## config.mk

```make
export PLATFORM = sky130hd
export DESIGN_NAME = trig_acq_ctrl
export DESIGN_NICKNAME = d
export VERILOG_FILES = /design/src/rtl/osc_pkg.sv /design/src/rtl/trig_detect.sv /design/src/rtl/trig_acq_ctrl.sv
export SDC_FILE = /design/constraint.sdc
export NUM_CORES = 1
export LEC_CHECK = 0
export ABC_AREA = 0
export BUFFER_PORTS_ARGS = -buffer_cell sky130_fd_sc_hd__buf_4
export CAP_MARGIN = 20
export CORE_UTILIZATION = 60
export DETAILED_ROUTE_END_ITERATION = 7
export PLACE_DENSITY = 0.79
export SLEW_MARGIN = 15
export SYNTH_ARGS = -nofsm -noshare
export SYNTH_HDL_FRONTEND = slang
export SYNTH_HIERARCHICAL = 1
export SYNTH_SLANG_ARGS = --single-unit
```

## constraint.sdc

```tcl
create_clock -name clk -period 6.53 [get_ports clk]
set_input_delay 1.306 -clock clk [delete_from_list [all_inputs] [get_ports clk]]
set_output_delay 1.306 -clock clk [all_outputs]
set_load 0.01 [all_outputs]
```

## src/rtl/osc_pkg.sv

```systemverilog
// Shared types for the acquisition/trigger sequencer: FSM state encoding,
// capture mode codes and default datapath widths.
package osc_pkg;

  localparam int DW_DEF = 12;
  localparam int AW_DEF = 10;

  typedef enum logic [2:0] {
    ST_IDLE      = 3'd0,
    ST_PRE       = 3'd1,
    ST_WAIT_TRIG = 3'd2,
    ST_POST      = 3'd3,
    ST_DONE      = 3'd4
  } acq_state_t;

  typedef enum logic [1:0] {
    MODE_AUTO   = 2'd0,
    MODE_NORMAL = 2'd1,
    MODE_SINGLE = 2'd2
  } acq_mode_t;

  // Code 3 is not a distinct mode; it behaves as normal.
  function automatic acq_mode_t norm_mode(input logic [1:0] m);
    return (m == 2'd3) ? MODE_NORMAL : acq_mode_t'(m);
  endfunction

endpackage

```

## src/rtl/trig_detect.sv

```systemverilog
// Level/slope trigger comparator on the decimated sample stream; compares each
// kept sample against the previous kept sample of the same frame.
module trig_detect
  import osc_pkg::*;
#(
  parameter int DW = DW_DEF
) (
  input  logic          clk,
  input  logic          rst_n,
  input  logic          clr,
  input  logic          en,
  input  logic          keep,
  input  logic [DW-1:0] x,
  input  logic [DW-1:0] trig_level,
  input  logic          trig_slope,
  output logic          trig
);

  logic [DW-1:0] prev;
  logic          prev_vld;
  logic          rise_hit;
  logic          fall_hit;

  // prev_vld drops between frames so an edge never spans two captures.
  always_ff @(posedge clk or negedge rst_n) begin
    if (!rst_n) begin
      prev_vld <= 1'b0;
    end else if (clr) begin
      prev_vld <= 1'b0;
    end else if (keep) begin
      prev_vld <= 1'b1;
    end
  end

  always_ff @(posedge clk) begin
    if (keep) begin
      prev <= x;
    end
  end

  assign rise_hit = (prev < trig_level) && (x >= trig_level);
  assign fall_hit = (prev > trig_level) && (x <= trig_level);
  assign trig     = en && keep && prev_vld && (trig_slope ? fall_hit : rise_hit);

endmodule

```

## src/rtl/trig_acq_ctrl.sv

```systemverilog
// Acquisition sequencer: decimates ADC samples into a circular frame buffer,
// holds pre-trigger history, captures post-trigger data and hands off a frozen frame.
module trig_acq_ctrl
  import osc_pkg::*;
#(
  parameter int DW       = DW_DEF,
  parameter int AW       = AW_DEF,
  parameter int NSAMP    = 800,
  parameter int PRE_TRIG = 400,
  parameter int AUTO_TO  = 1 << 20
) (
  input  logic          clk,
  input  logic          rst_n,
  input  logic          smp_valid,
  input  logic [DW-1:0] smp_data,
  input  logic [DW-1:0] trig_level,
  input  logic          trig_slope,
  input  logic [1:0]    mode,
  input  logic          arm,
  input  logic [7:0]    decim,
  output logic          buf_we,
  output logic [AW-1:0] buf_waddr,
  output logic [DW-1:0] buf_wdata,
  output logic          frame_ready,
  input  logic          frame_ack,
  output logic [AW-1:0] start_addr,
  output logic          auto_trig,
  output logic [2:0]    state_o
);

  localparam int TW = $clog2(AUTO_TO + 1);
  localparam int CW = $clog2(NSAMP + 1);
  localparam logic [AW-1:0] LAST_ADDR = AW'(NSAMP - 1);
  localparam logic [AW:0]   NS_W      = (AW+1)'(NSAMP);
  localparam logic [AW:0]   OFS_W     = (AW+1)'(NSAMP - PRE_TRIG);
  localparam logic [CW-1:0] PRE_LAST  = CW'(PRE_TRIG - 1);
  localparam logic [CW-1:0] POST_LEN  = CW'(NSAMP - PRE_TRIG - 1);
  localparam logic [TW-1:0] TO_LIM    = TW'(AUTO_TO);

  acq_state_t    state;
  acq_mode_t     mode_q;
  acq_mode_t     mode_n;
  logic [7:0]    dec_cnt;
  logic [AW-1:0] wr_ptr;
  logic [CW-1:0] pre_cnt;
  logic [CW-1:0] post_cnt;
  logic [TW-1:0] to_cnt;
  logic          active;
  logic          keep;
  logic          trig;
  logic          timed_out;
  logic          fire;

  // Oldest frame address: trigger address minus the pre-trigger depth, modulo NSAMP.
  function automatic logic [AW-1:0] back_off(input logic [AW-1:0] a);
    logic [AW:0] t;
    t = {1'b0, a} + OFS_W;
    if (t >= NS_W) t = t - NS_W;
    return t[AW-1:0];
  endfunction

  assign mode_n    = norm_mode(mode);
  assign active    = (state == ST_PRE) || (state == ST_WAIT_TRIG) || (state == ST_POST);
  assign keep      = active && smp_valid && (dec_cnt == 8'd0);
  assign timed_out = (mode_q == MODE_AUTO) && (to_cnt == TO_LIM);
  // A genuine trigger wins over a coincident timeout.
  assign fire      = (state == ST_WAIT_TRIG) && keep && (trig || timed_out);
  assign state_o   = state;

  trig_detect #(.DW(DW)) u_trig (
    .clk        (clk),
    .rst_n      (rst_n),
    .clr        (!active),
    .en         (state == ST_WAIT_TRIG),
    .keep       (keep),
    .x          (smp_data),
    .trig_level (trig_level),
    .trig_slope (trig_slope),
    .trig       (trig)
  );

  always_ff @(posedge clk or negedge rst_n) begin
    if (!rst_n) begin
      state       <= ST_IDLE;
      mode_q      <= MODE_AUTO;
      dec_cnt     <= '0;
      wr_ptr      <= '0;
      pre_cnt     <= '0;
      post_cnt    <= '0;
      to_cnt      <= '0;
      buf_we      <= 1'b0;
      buf_waddr   <= '0;
      buf_wdata   <= '0;
      frame_ready <= 1'b0;
      start_addr  <= '0;
      auto_trig   <= 1'b0;
    end else begin
      buf_we <= keep;
      if (keep) begin
        buf_waddr <= wr_ptr;
        buf_wdata <= smp_data;
        wr_ptr    <= (wr_ptr == LAST_ADDR) ? '0 : wr_ptr + 1'b1;
      end

      if (!active) begin
        dec_cnt <= '0;
      end else if (smp_valid) begin
        dec_cnt <= (dec_cnt == 8'd0) ? decim : dec_cnt - 1'b1;
      end

      if ((state != ST_WAIT_TRIG) || fire) begin
        to_cnt <= '0;
      end else if ((mode_q == MODE_AUTO) && !timed_out) begin
        to_cnt <= to_cnt + 1'b1;
      end

      case (state)
        ST_IDLE: begin
          if ((mode_n != MODE_SINGLE) || arm) begin
            mode_q  <= mode_n;
            pre_cnt <= '0;
            state   <= ST_PRE;
          end
        end
        ST_PRE: begin
          if (keep) begin
            if (pre_cnt == PRE_LAST) state <= ST_WAIT_TRIG;
            else                     pre_cnt <= pre_cnt + 1'b1;
          end
        end
        ST_WAIT_TRIG: begin
          if (fire) begin
            start_addr <= back_off(wr_ptr);
            auto_trig  <= !trig;
            post_cnt   <= POST_LEN;
            if (POST_LEN == '0) begin
              frame_ready <= 1'b1;
              state       <= ST_DONE;
            end else begin
              state <= ST_POST;
            end
          end
        end
        ST_POST: begin
          if (keep) begin
            if (post_cnt == CW'(1)) begin
              frame_ready <= 1'b1;
              state       <= ST_DONE;
            end else begin
              post_cnt <= post_cnt - 1'b1;
            end
          end
        end
        ST_DONE: begin
          if (frame_ack) begin
            frame_ready <= 1'b0;
            mode_q      <= mode_n;
            pre_cnt     <= '0;
            state       <= (mode_n == MODE_SINGLE) ? ST_IDLE : ST_PRE;
          end
        end
        default: state <= ST_IDLE;
      endcase
    end
  end

endmodule
```

* Word-level counts from Yosys, hierarchy flattened
Cells that the tools add are included.
Widths: inputs -> output; s select.
** Word-level totals
- RAM bits :: 0
- Bits in latches :: 0
- Memories kept :: 0
- Logic and storage cells :: 117
- ROM bits :: 0
- Flip-flop bits (word level) :: 112
- Input port bits :: 40
- Output and inout bits :: 38
** Operators by class
- Magnitude comparators :: 5
- Add/sub/neg operators :: 7
- Reduce and logical (&&, ||, !) cells :: 31
- Multiplexer cells :: 36
- Div/mod/pow operators :: 0
- Eq/ne operators :: 23
- Shifts and indexed selects :: 0
- Multiply operators :: 0
- Bitwise gates (word level) :: 0
** Operators with widths (number)
- $mux 10 :: 9
- $mux 21 :: 2
- $pmux 10 s3 :: 1
- $mux 8 :: 3
- $add 21x1->21 const B :: 1
- $eq 21x21->1 const B :: 1
- $mux 3 :: 7
- $add 10x1->10 const B :: 2
- $ne 2x2->1 const B :: 10
- $pmux 10 s2 :: 1
- $pmux 3 s5 :: 1
- $ge 12x12->1 :: 1
- $gt 12x12->1 :: 1
- $le 12x12->1 :: 1
- $lt 12x12->1 :: 1
- $add 10x9->11 const B :: 1
- $ge 11x10->1 const B :: 1
- $eq 10x1->1 const B :: 1
- $eq 10x10->1 const B :: 1
- $eq 10x9->1 const B :: 1
- $logic_and 1x1->1 :: 10
- $sub 10x1->10 const B :: 1
- $sub 10x10->10 const B :: 1
- $logic_not 8->1 :: 1
- other kinds (22) :: 42

* Logic depth before layout (Yosys ltp)
Gate-level depths: netlist of the first run.
- Word-level depth :: 12
- Mapped depth :: 16
- Gate-level depth less buffers :: 12

* By module
Netlist of the first run, hierarchy kept.
** By module, submodules not included
- trig_acq_ctrl :: times used 1, sequential area each 2477.4 µm², cells each 606, area each 5395.2 µm²
- trig_detect :: times used 1, sequential area each 385.4 µm², cells each 88, area each 992.2 µm²

* Least setup slack after synthesis of the first run
No wires, ideal clock.
- Path kind :: input port to flip-flop
- Start point :: in smp_valid
- End point :: reg start_addr[0]
- Path buffers :: 5
- Setup time :: 0.125 ns
- Stages on the path :: 14
- Arrival time :: 4.090 ns
- Data required time :: 6.405 ns
- Path slack :: 2.316 ns
- Path through :: or4b_4 or3_1 buf_2 clkinv_2 buf_6 buf_2 buf_2 nand3_1 a211oi_2 inv_1 o31ai_1 nand2b_1 clkbuf_1 mux2_2
** Between the ends
- Cells in the longest elaborated chain, start to end :: 8
** Ends and longest elaborated chain
- start, declared :: RTL line trig_acq_ctrl.sv:14 : input logic smp_valid,
- $logic_and 1x1->1 (2 in series) :: RTL line trig_acq_ctrl.sv:64 : assign keep = active && smp_valid && (dec_cnt == 8'd0);
- net keep :: RTL line trig_acq_ctrl.sv:49 : logic keep;
- $logic_and 1x1->1 (3 in series) :: RTL line trig_detect.sv:43 : assign trig = en && keep && prev_vld && (trig_slope ? fall_hit : rise_hit);
- net trig :: RTL line trig_acq_ctrl.sv:50 : logic trig;
- $logic_or 1x1->1 :: RTL line trig_acq_ctrl.sv:67 : assign fire = (state == ST_WAIT_TRIG) && keep && (trig || timed_out);
- $logic_and 1x1->1 :: RTL line trig_acq_ctrl.sv:67
- $reduce_and 2->1 (no line)
- end signal, assigned :: RTL line trig_acq_ctrl.sv:133 : start_addr <= back_off(wr_ptr);
- end, declared :: RTL line trig_acq_ctrl.sv:26 : output logic [AW-1:0] start_addr,
The timed path passes the listed nets, and every way through them passes these cells.
A chain may end at the register's enable or synchronous reset.

* Worst setup path after layout of the first run
- Start point :: in trig_level[1]
- End point :: reg start_addr[1]
** Between the ends
- Cells in the longest elaborated chain, start to end :: 7
- Elaborated cells between the ends (all ways) :: 11
- Classes of those cells :: order compare (4); mux (1); reduce/logical (6)
** Ends and longest elaborated chain
- start, declared :: RTL line trig_acq_ctrl.sv:16 : input logic [DW-1:0] trig_level,
- $lt 12x12->1, or another cell as far along :: RTL line trig_detect.sv:41 : assign rise_hit = (prev < trig_level) && (x >= trig_level);
- $logic_and 1x1->1, on equally long branches :: RTL line trig_detect.sv:41, trig_detect.sv:42
- $mux 1 * :: RTL line trig_detect.sv:43
- $logic_and 1x1->1 * :: RTL line trig_detect.sv:43
- net trig :: RTL line trig_acq_ctrl.sv:50
- $logic_or 1x1->1 * :: RTL line trig_acq_ctrl.sv:67
- $logic_and 1x1->1 * :: RTL line trig_acq_ctrl.sv:67
- $reduce_and 2->1 (no line) *
The timed path passes the listed nets; every way through them passes the cells marked *.

==> impl_metrics.json, run 1 <==
{
  "die_w_um": 105,
  "htree_num_levels": 3,
  "via_per_inst": 6.08,
  "cp_cell_sequence": "buf_4, inv_1, ha_1, nor2b_4, o211ai_2, a211oi_1, a2111o_1, mux2_4, a211oi_2, inv_1, o31ai_1, nand2b_1, mux2_2",
  "min_path_type": "reg -> reg",
  "postCtsSetupRepairBufs": 0,
  "fp.dieArea_um2": 11100,
  "p_leak_nw": 3.29,
  "avgSynthCellArea_um2": 9.20,
  "fmax_mhz": 262,
  "cp_slowest_cell": "a2111o_1",
  "clock_sinks": 112,
  "hold_viol": 0,
  "clk_pin_slew_worst_paths_ns": 0.09,
  "clk_latency_ns": 0.39,
  "crit_arrival_ns": 4.09,
  "ctsHoldBuffers": 0,
  "fin_crit_sh_pct": 58.5,
  "utilization_pct": 70.2,
  "fp-row-count": 37,
  "status": "finished clean",
  "yosys-top-cells-area": "dfrtp_1 39%, ha_1 7.2%, nand2_1 6.2%",
  "crit_top_cell": "inv_1",
  "setup_ws_ns": 2.71,
  "yosys_warnings": 6,
  "synth-seq-cells": 112,
  "chipHeight_um": 105,
  "yosysMostFrequentCell": "nand2_1",
  "cp_slowest_stage_delay_ns": 0.44,
  "synthTopCellsByCount": "106 x nand2_1, 100 x dfrtp_1, 54 x nor2_1, 37 x ha_1, 36 x o21ai_0",
  "layout-drive-gt1-share_pct": 15.0,
  "synth_top_area_share_pct": 39.2,
  "critPathMaxFanout": 12,
  "multiInputGateArea_um2": 3270,
  "num_io_pins": 78,
  "synthCells": 694,
  "synth_cell_type_count": 65,
  "wl_per_cell_um": 15.7,
  "maxSlewViolCount": 0,
  "critPathLaunchType": "input port",
  "gr-total-overflow": 0,
  "nNetsFinal": 834,
  "maxCapViolCount": 0,
  "tightestPinTransition_ns": 1.02,
  "ys.flop_type": "dfrtp_1",
  "antenna_cells": 0,
  "seqCellArea_um2": 2860,
  "yosysTopAreaCell": "dfrtp_1",
  "syn2layout_area_growth_pct": 13.5,
  "track_usage_pct": 27.4,
  "drtIter0Drc": 345,
  "grt_pass1_wl_um": 24200,
  "place_congestion": 0.899,
  "p_per_area_nw_per_um2": 316,
  "pre_cts_slack_ns": 2.34,
  "required_ns": 6.80,
  "async_flop_share_pct": 89.3,
  "worst-setup-path-type": "in -> reg",
  "drtPass1Iterations": 5,
  "dpl.hpwl_um": 10100,
  "ant_nets": 0,
  "ys_seq_area_share_pct": 44.8,
  "cts_buffer_depth": 2,
  "tns_ns": 0,
  "fillers": 814,
  "cp-end-kind": "flop",
  "vdd.ir_drop.worst_mv": 0.251,
  "timing.slew.headroom_pct": 31.9,
  "num_vias": 5462,
  "synth-edff-count": 12,
  "setup_violations": 0,
  "min_period_ns": 3.82,
  "cts_buffers": 9,
  "start_util_pct": 61.9,
  "coreArea_um2": 10300,
  "rsz0062_at_grt": "false",
  "grt_pass1_vias": 5116,
  "routed_wl_um": 14100,
  "post-route-drc-count": 0,
  "cts_tree": "done",
  "netlist_area_um2": 6390,
  "cts_root_buffer": "clkbuf_8",
  "syn-num-nets": 771,
  "io_buffers": 77,
  "antenna_found_initial": 0,
  "grt_max_degree": 73,
  "clock_skew_ns": 0.0143,
  "cts_resized": 0
}
critical path, delay by kind of cell:
family	cells	cell delay [ns]
compound gates	5	1.03
mux	2	0.70
simple gates	2	0.55
fa+ha+maj	1	0.30
buf+inv	3	0.20
where the power goes:
group | switching [W] | leakage, nW | internal, W
sequential | 0.000132 | 1.43 | 0.000841
clock | 0.000228 | 0.0978 | 0.000217
combinational | 0.000519 | 1.77 | 0.000352
total | 0.000878 | 3.29 | 0.00141
placed cells by master, fill, tap and decap left out, types with 6 or more instances in the layout:
cell      instances
o211ai_1          7
or4_1             9
o21ai_0          35
nor2_1           54
ha_1             37
or3_1            12
and3_1            7
nor4_1            9
a211oi_1          6
nand2_1         106
buf_4            82
nor4b_1           6
xnor2_1           8
nand3_1          26
mux2_2            7
clkbuf_8          9
a31oi_1           6
edfxtp_1         12
nand2b_1          7
o31ai_1          15
inv_1            33
dfrtp_1         100
a21oi_1          34
nand4_1          22
xor2_1           20
nor3_1           14
kinds of logic after synthesis:
group,count (synthesis),synth area share [%]
AOI/OAI and AO/OA,142,14.4
xor gates and xnor gates,28,3.84
adders and majority gates,37,7.25
buffers and inverters,64,4.02
DFF,112,44.8
muxes,13,2.25
and+or+nand+nor,298,23.4
registers in the layout, indices dropped and copies added, names as in the netlist, 2 cells and up:
register / count
state_o: 3
dec_cnt: 8
wr_ptr: 10
u_trig/prev: 12
pre_cnt: 10
start_addr: 10
to_cnt: 21
post_cnt: 10
mode_q: 2
buf_waddr: 10
buf_wdata: 12
path summary, 6_finish.rpt:
| check | cells after the start | slack [ns] | to | start |
|---|---|---|---|---|
| setup reg to reg | 12 | 3.29 | start_addr[1]$_DFFE_PN0P_ | dec_cnt[0]$_DFFE_PN0P_ |
| setup / recovery | 13 | 2.71 | start_addr[1]$_DFFE_PN0P_ | trig_level[1] |
| hold reg to reg | 2 | 0.49 | buf_wdata[9]$_DFFE_PN0P_ | buf_wdata[9]$_DFFE_PN0P_ |
| min in group asynchronous | 1 | 0.83 | to_cnt[1]$_DFFE_PN0P_ | rst_n |
| hold / removal | 2 | 0.49 | buf_wdata[9]$_DFFE_PN0P_ | buf_wdata[9]$_DFFE_PN0P_ |
| max in group asynchronous | 2 | 4.47 | post_cnt[5]$_DFFE_PN0P_ | rst_n |
stage by stage:
step           cells  total power, W  cell area, um2  hold WS [ns]
2_1_floorplan    694         0.00155            6390         0.460
3_3_place_gp     882         0.00181            7050         0.461
3_5_place_dp     882         0.00185            7050         0.469
4_1_cts          898         0.00230            7250         0.492
5_1_grt          898         0.00245            7250         0.518
6_report         898         0.00229            7250         0.492
final cells by class:
type,instances,share of cell area [%]
clock buffer,13,1.92
tap,136,2.35
timing repair buffer,82,8.49
multi-input combinational,518,45.1
clock inverter,3,0.932
sequential,112,39.5
inverter,34,1.78
routing by layer:
metal	routed length (um)	global-route usage (%)
met1	6350	38.0
met2	6690	43.7
met3	785	4.12
met4	247	10.2
met5	0	0
(Power assumes the default switching activity.)
==> run 2, diff against run 1 <==
Settings changed: ABC_AREA 0 to 1, CORE_UTILIZATION 60 to 54, PLACE_DENSITY 0.79 to 0.75.
Clock period 6.53 ns to 3.3 ns, I/O delays scaled along.
==> run 2 against run 1 <==
- clock-buffer cell count is 1 lower
- worst hold slack worse by 0.13 ns
- synthesized area is 6.3% higher
- clock skew is 0.0026 ns lower
- power grew to 2.5 times the previous value
- clock power is 140% higher
- global-route usage is 3.0 points lower
- first-iteration DRC count stayed put
- register-to-register slack worse by 2.3 ns
- critical path type is now reg -> reg
==> impl_metrics.json, run 2 <==
{
  "antenna_found_initial": 0,
  "synth-edff-count": 12,
  "drtIter0Drc": 345,
  "p_leak_nw": 4.00,
  "critPathLaunchType": "flop",
  "status": "finished clean",
  "htree_num_levels": 3,
  "cp-end-kind": "flop",
  "p_per_area_nw_per_um2": 729,
  "dpl.hpwl_um": 10600,
  "io_buffers": 77,
  "layout_commonest_cell": "nand2_1",
  "avgSynthCellArea_um2": 7.52,
  "nNetsFinal": 1060,
  "syn2layout_area_growth_pct": 15.8,
  "ys_seq_area_share_pct": 42.2,
  "yosys-top-cells-area": "dfrtp_1 37%, nand2_1 14%, ha_1 6.8%",
  "synth_cell_type_count": 39,
  "synthCells": 903,
  "vdd.ir_drop.worst_mv": 0.529,
  "critPathMaxFanout": 37,
  "via_per_inst": 5.18,
  "postCtsSetupRepairBufs": 0,
  "clock_skew_ns": 0.0118,
  "rsz0062_at_grt": "false",
  "gr-total-overflow": 0,
  "tightestPinTransition_ns": 0.560,
  "syn-num-nets": 980,
  "num_io_pins": 78,
  "largest_reg_flops": 21,
  "start_util_pct": 56.1,
  "p_int_w": 0.00328,
  "async_flop_share_pct": 89.3,
  "p_sw_w": 0.00245,
  "synth-seq-cells": 112,
  "hold_viol": 0,
  "tns_ns": 0,
  "fmax_mhz": 424,
  "yosysMostFrequentCell": "nand2_1",
  "cts_resized": 0,
  "maxSlewViolCount": 0,
  "grt_pass1_vias": 5528,
  "die_w_um": 114,
  "routed_wl_um": 14800,
  "grt_pass1_wl_um": 25500,
  "top_regs": "to_cnt (21), buf_wdata (12), u_trig/prev (12)",
  "yosysTopAreaCell": "dfrtp_1",
  "ant_nets": 0,
  "place_congestion": 0.868,
  "synth_top_area_share_pct": 36.9,
  "fp.dieArea_um2": 13000,
  "cts_buffers": 9,
  "p_comb_share_pct": 45.7,
  "dp.cells": 1140,
  "clk_latency_ns": 0.36,
  "pwr-share-clk_pct": 19.1,
  "synthTopCellsByCount": "262 x nand2_1, 115 x nor2_1, 108 x inv_1, 100 x dfrtp_1, 68 x nand3_1",
  "layout-drive-gt1-share_pct": 12.8,
  "coreArea_um2": 12100,
  "track_usage_pct": 24.3,
  "num_vias": 5983,
  "grt_max_degree": 101,
  "ys.flop_type": "dfrtp_1",
  "fin_crit_sh_pct": 71.4,
  "seqPwrFrac_pct": 35.3,
  "worst-setup-path-type": "reg -> reg",
  "min_path_type": "in -> async",
  "wl_per_cell_um": 12.8,
  "min_period_ns": 2.36,
  "cts_buffer_depth": 2,
  "post-route-drc-count": 0,
  "required_ns": 3.57,
  "chipHeight_um": 114,
  "layout_common_cells": "262 x nand2_1, 115 x nor2_1, 108 x inv_1",
  "fp-row-count": 40,
  "crit_arrival_ns": 2.62,
  "antenna_cells": 0,
  "clk_pin_slew_worst_paths_ns": 0.07,
  "top_register": "to_cnt",
  "netlist_area_um2": 6790,
  "yosys_warnings": 6,
  "cts_tree": "done",
  "layoutNonFillerInstCount": 1156,
  "clock_sinks": 112,
  "timing.slew.headroom_pct": 62.7,
  "drtPass1Iterations": 4,
  "maxCapViolCount": 0,
  "cts_root_buffer": "clkbuf_16",
  "setup_violations": 0,
  "ctsHoldBuffers": 0,
  "swShare_pct": 42.7
}
## run 2: cell types whose count changed after synthesis, moves of 15 or more
cell / delta
nor2_1: +61
o31ai_1: -15
nand4_1: +15
nand2_1: +156
nand3_1: +42
inv_1: +75
a21oi_1: -19
## run 2: critical path, cell delays in order, from the launching register on
cell and delay [ns]:
dfrtp_1 0.50, inv_2 0.13, nand2_4 0.13, nand2_4 0.08, nor2_8 0.15, nand2_1 0.10
buf_4 0.26, nand2_1 0.14, nand2_2 0.08, a21oi_2 0.43, nand3_1 0.12, o21ai_0 0.12
## run 2: final timing paths
check | from | slack [ns] | to | cells after the start
worst max-delay path | state_o[0]$_DFFE_PN0P_ | 0.94 | pre_cnt[5]$_DFFE_PN0P_ | 11
worst min-delay path | rst_n | 0.36 | buf_wdata[11]$_DFFE_PN0P_ | 2
worst max register to register | state_o[0]$_DFFE_PN0P_ | 0.94 | pre_cnt[5]$_DFFE_PN0P_ | 11
worst min register to register | post_cnt[4]$_DFFE_PN0P_ | 0.47 | post_cnt[4]$_DFFE_PN0P_ | 2
max in group asynchronous | rst_n | 2.52 | to_cnt[17]$_DFFE_PN0P_ | 2
min in group clk | post_cnt[4]$_DFFE_PN0P_ | 0.47 | post_cnt[4]$_DFFE_PN0P_ | 2
## run 2: logic make-up (layout without fill, tap and decap cells)
kind of cell | count (synthesis) | after routing | share of synthesized area [%]
flops | 112 | 112 | 42.2
simple gates | 519 | 519 | 33.3
xor+xnor | 28 | 28 | 3.61
buf+inv | 131 | 216 | 7.70
mux | 2 | 2 | 0.332
fa+ha+maj | 37 | 37 | 6.82
compound gates | 74 | 74 | 6.08
## run 2: stage by stage
step	setup WS (ns)	instance area [um2]	util [%]	hold slack, ns	total power (W)
after CTS	0.926	7860	64.9	0.384	0.00577
after detailed placement	0.619	7570	62.5	0.459	0.00466
final	0.944	7860	64.9	0.358	0.00573
after global routing	0.669	7860	64.9	0.401	0.00623
after floorplan	0.736	6790	-	0.364	0.00388
after global placement	0.664	7570	62.5	0.457	0.00461
## run 2: routing by layer
metal,track usage [%],vias up,wire length [um]
met3,3.12,24,429
met2,39.1,116,6790
li1,-,3082,-
met1,33.4,2761,7230
met4,9.96,0,359
met5,0,-,0
## run 2: cell type report
type / count / area, um2
Clock buffer: 12 / 236
Multi-Input combinational cell: 660 / 3400
Inverter: 112 / 420
Clock inverter: 4 / 52.6
Fill cell: 1107 / 4250
Sequential cell: 112 / 2860
Tap cell: 168 / 210
Timing Repair Buffer: 88 / 673
## run 2: power by group through the flow
stage	Clock [W]	Sequential [W]	Combinational, W
6_report	0.00109	0.00202	0.00262
3_3_place_gp	0	0.00204	0.00257
3_5_place_dp	0	0.00204	0.00262
4_1_cts	0.00113	0.00202	0.00263
5_1_grt	0.00117	0.00207	0.00299
2_1_floorplan	0	0.00203	0.00185
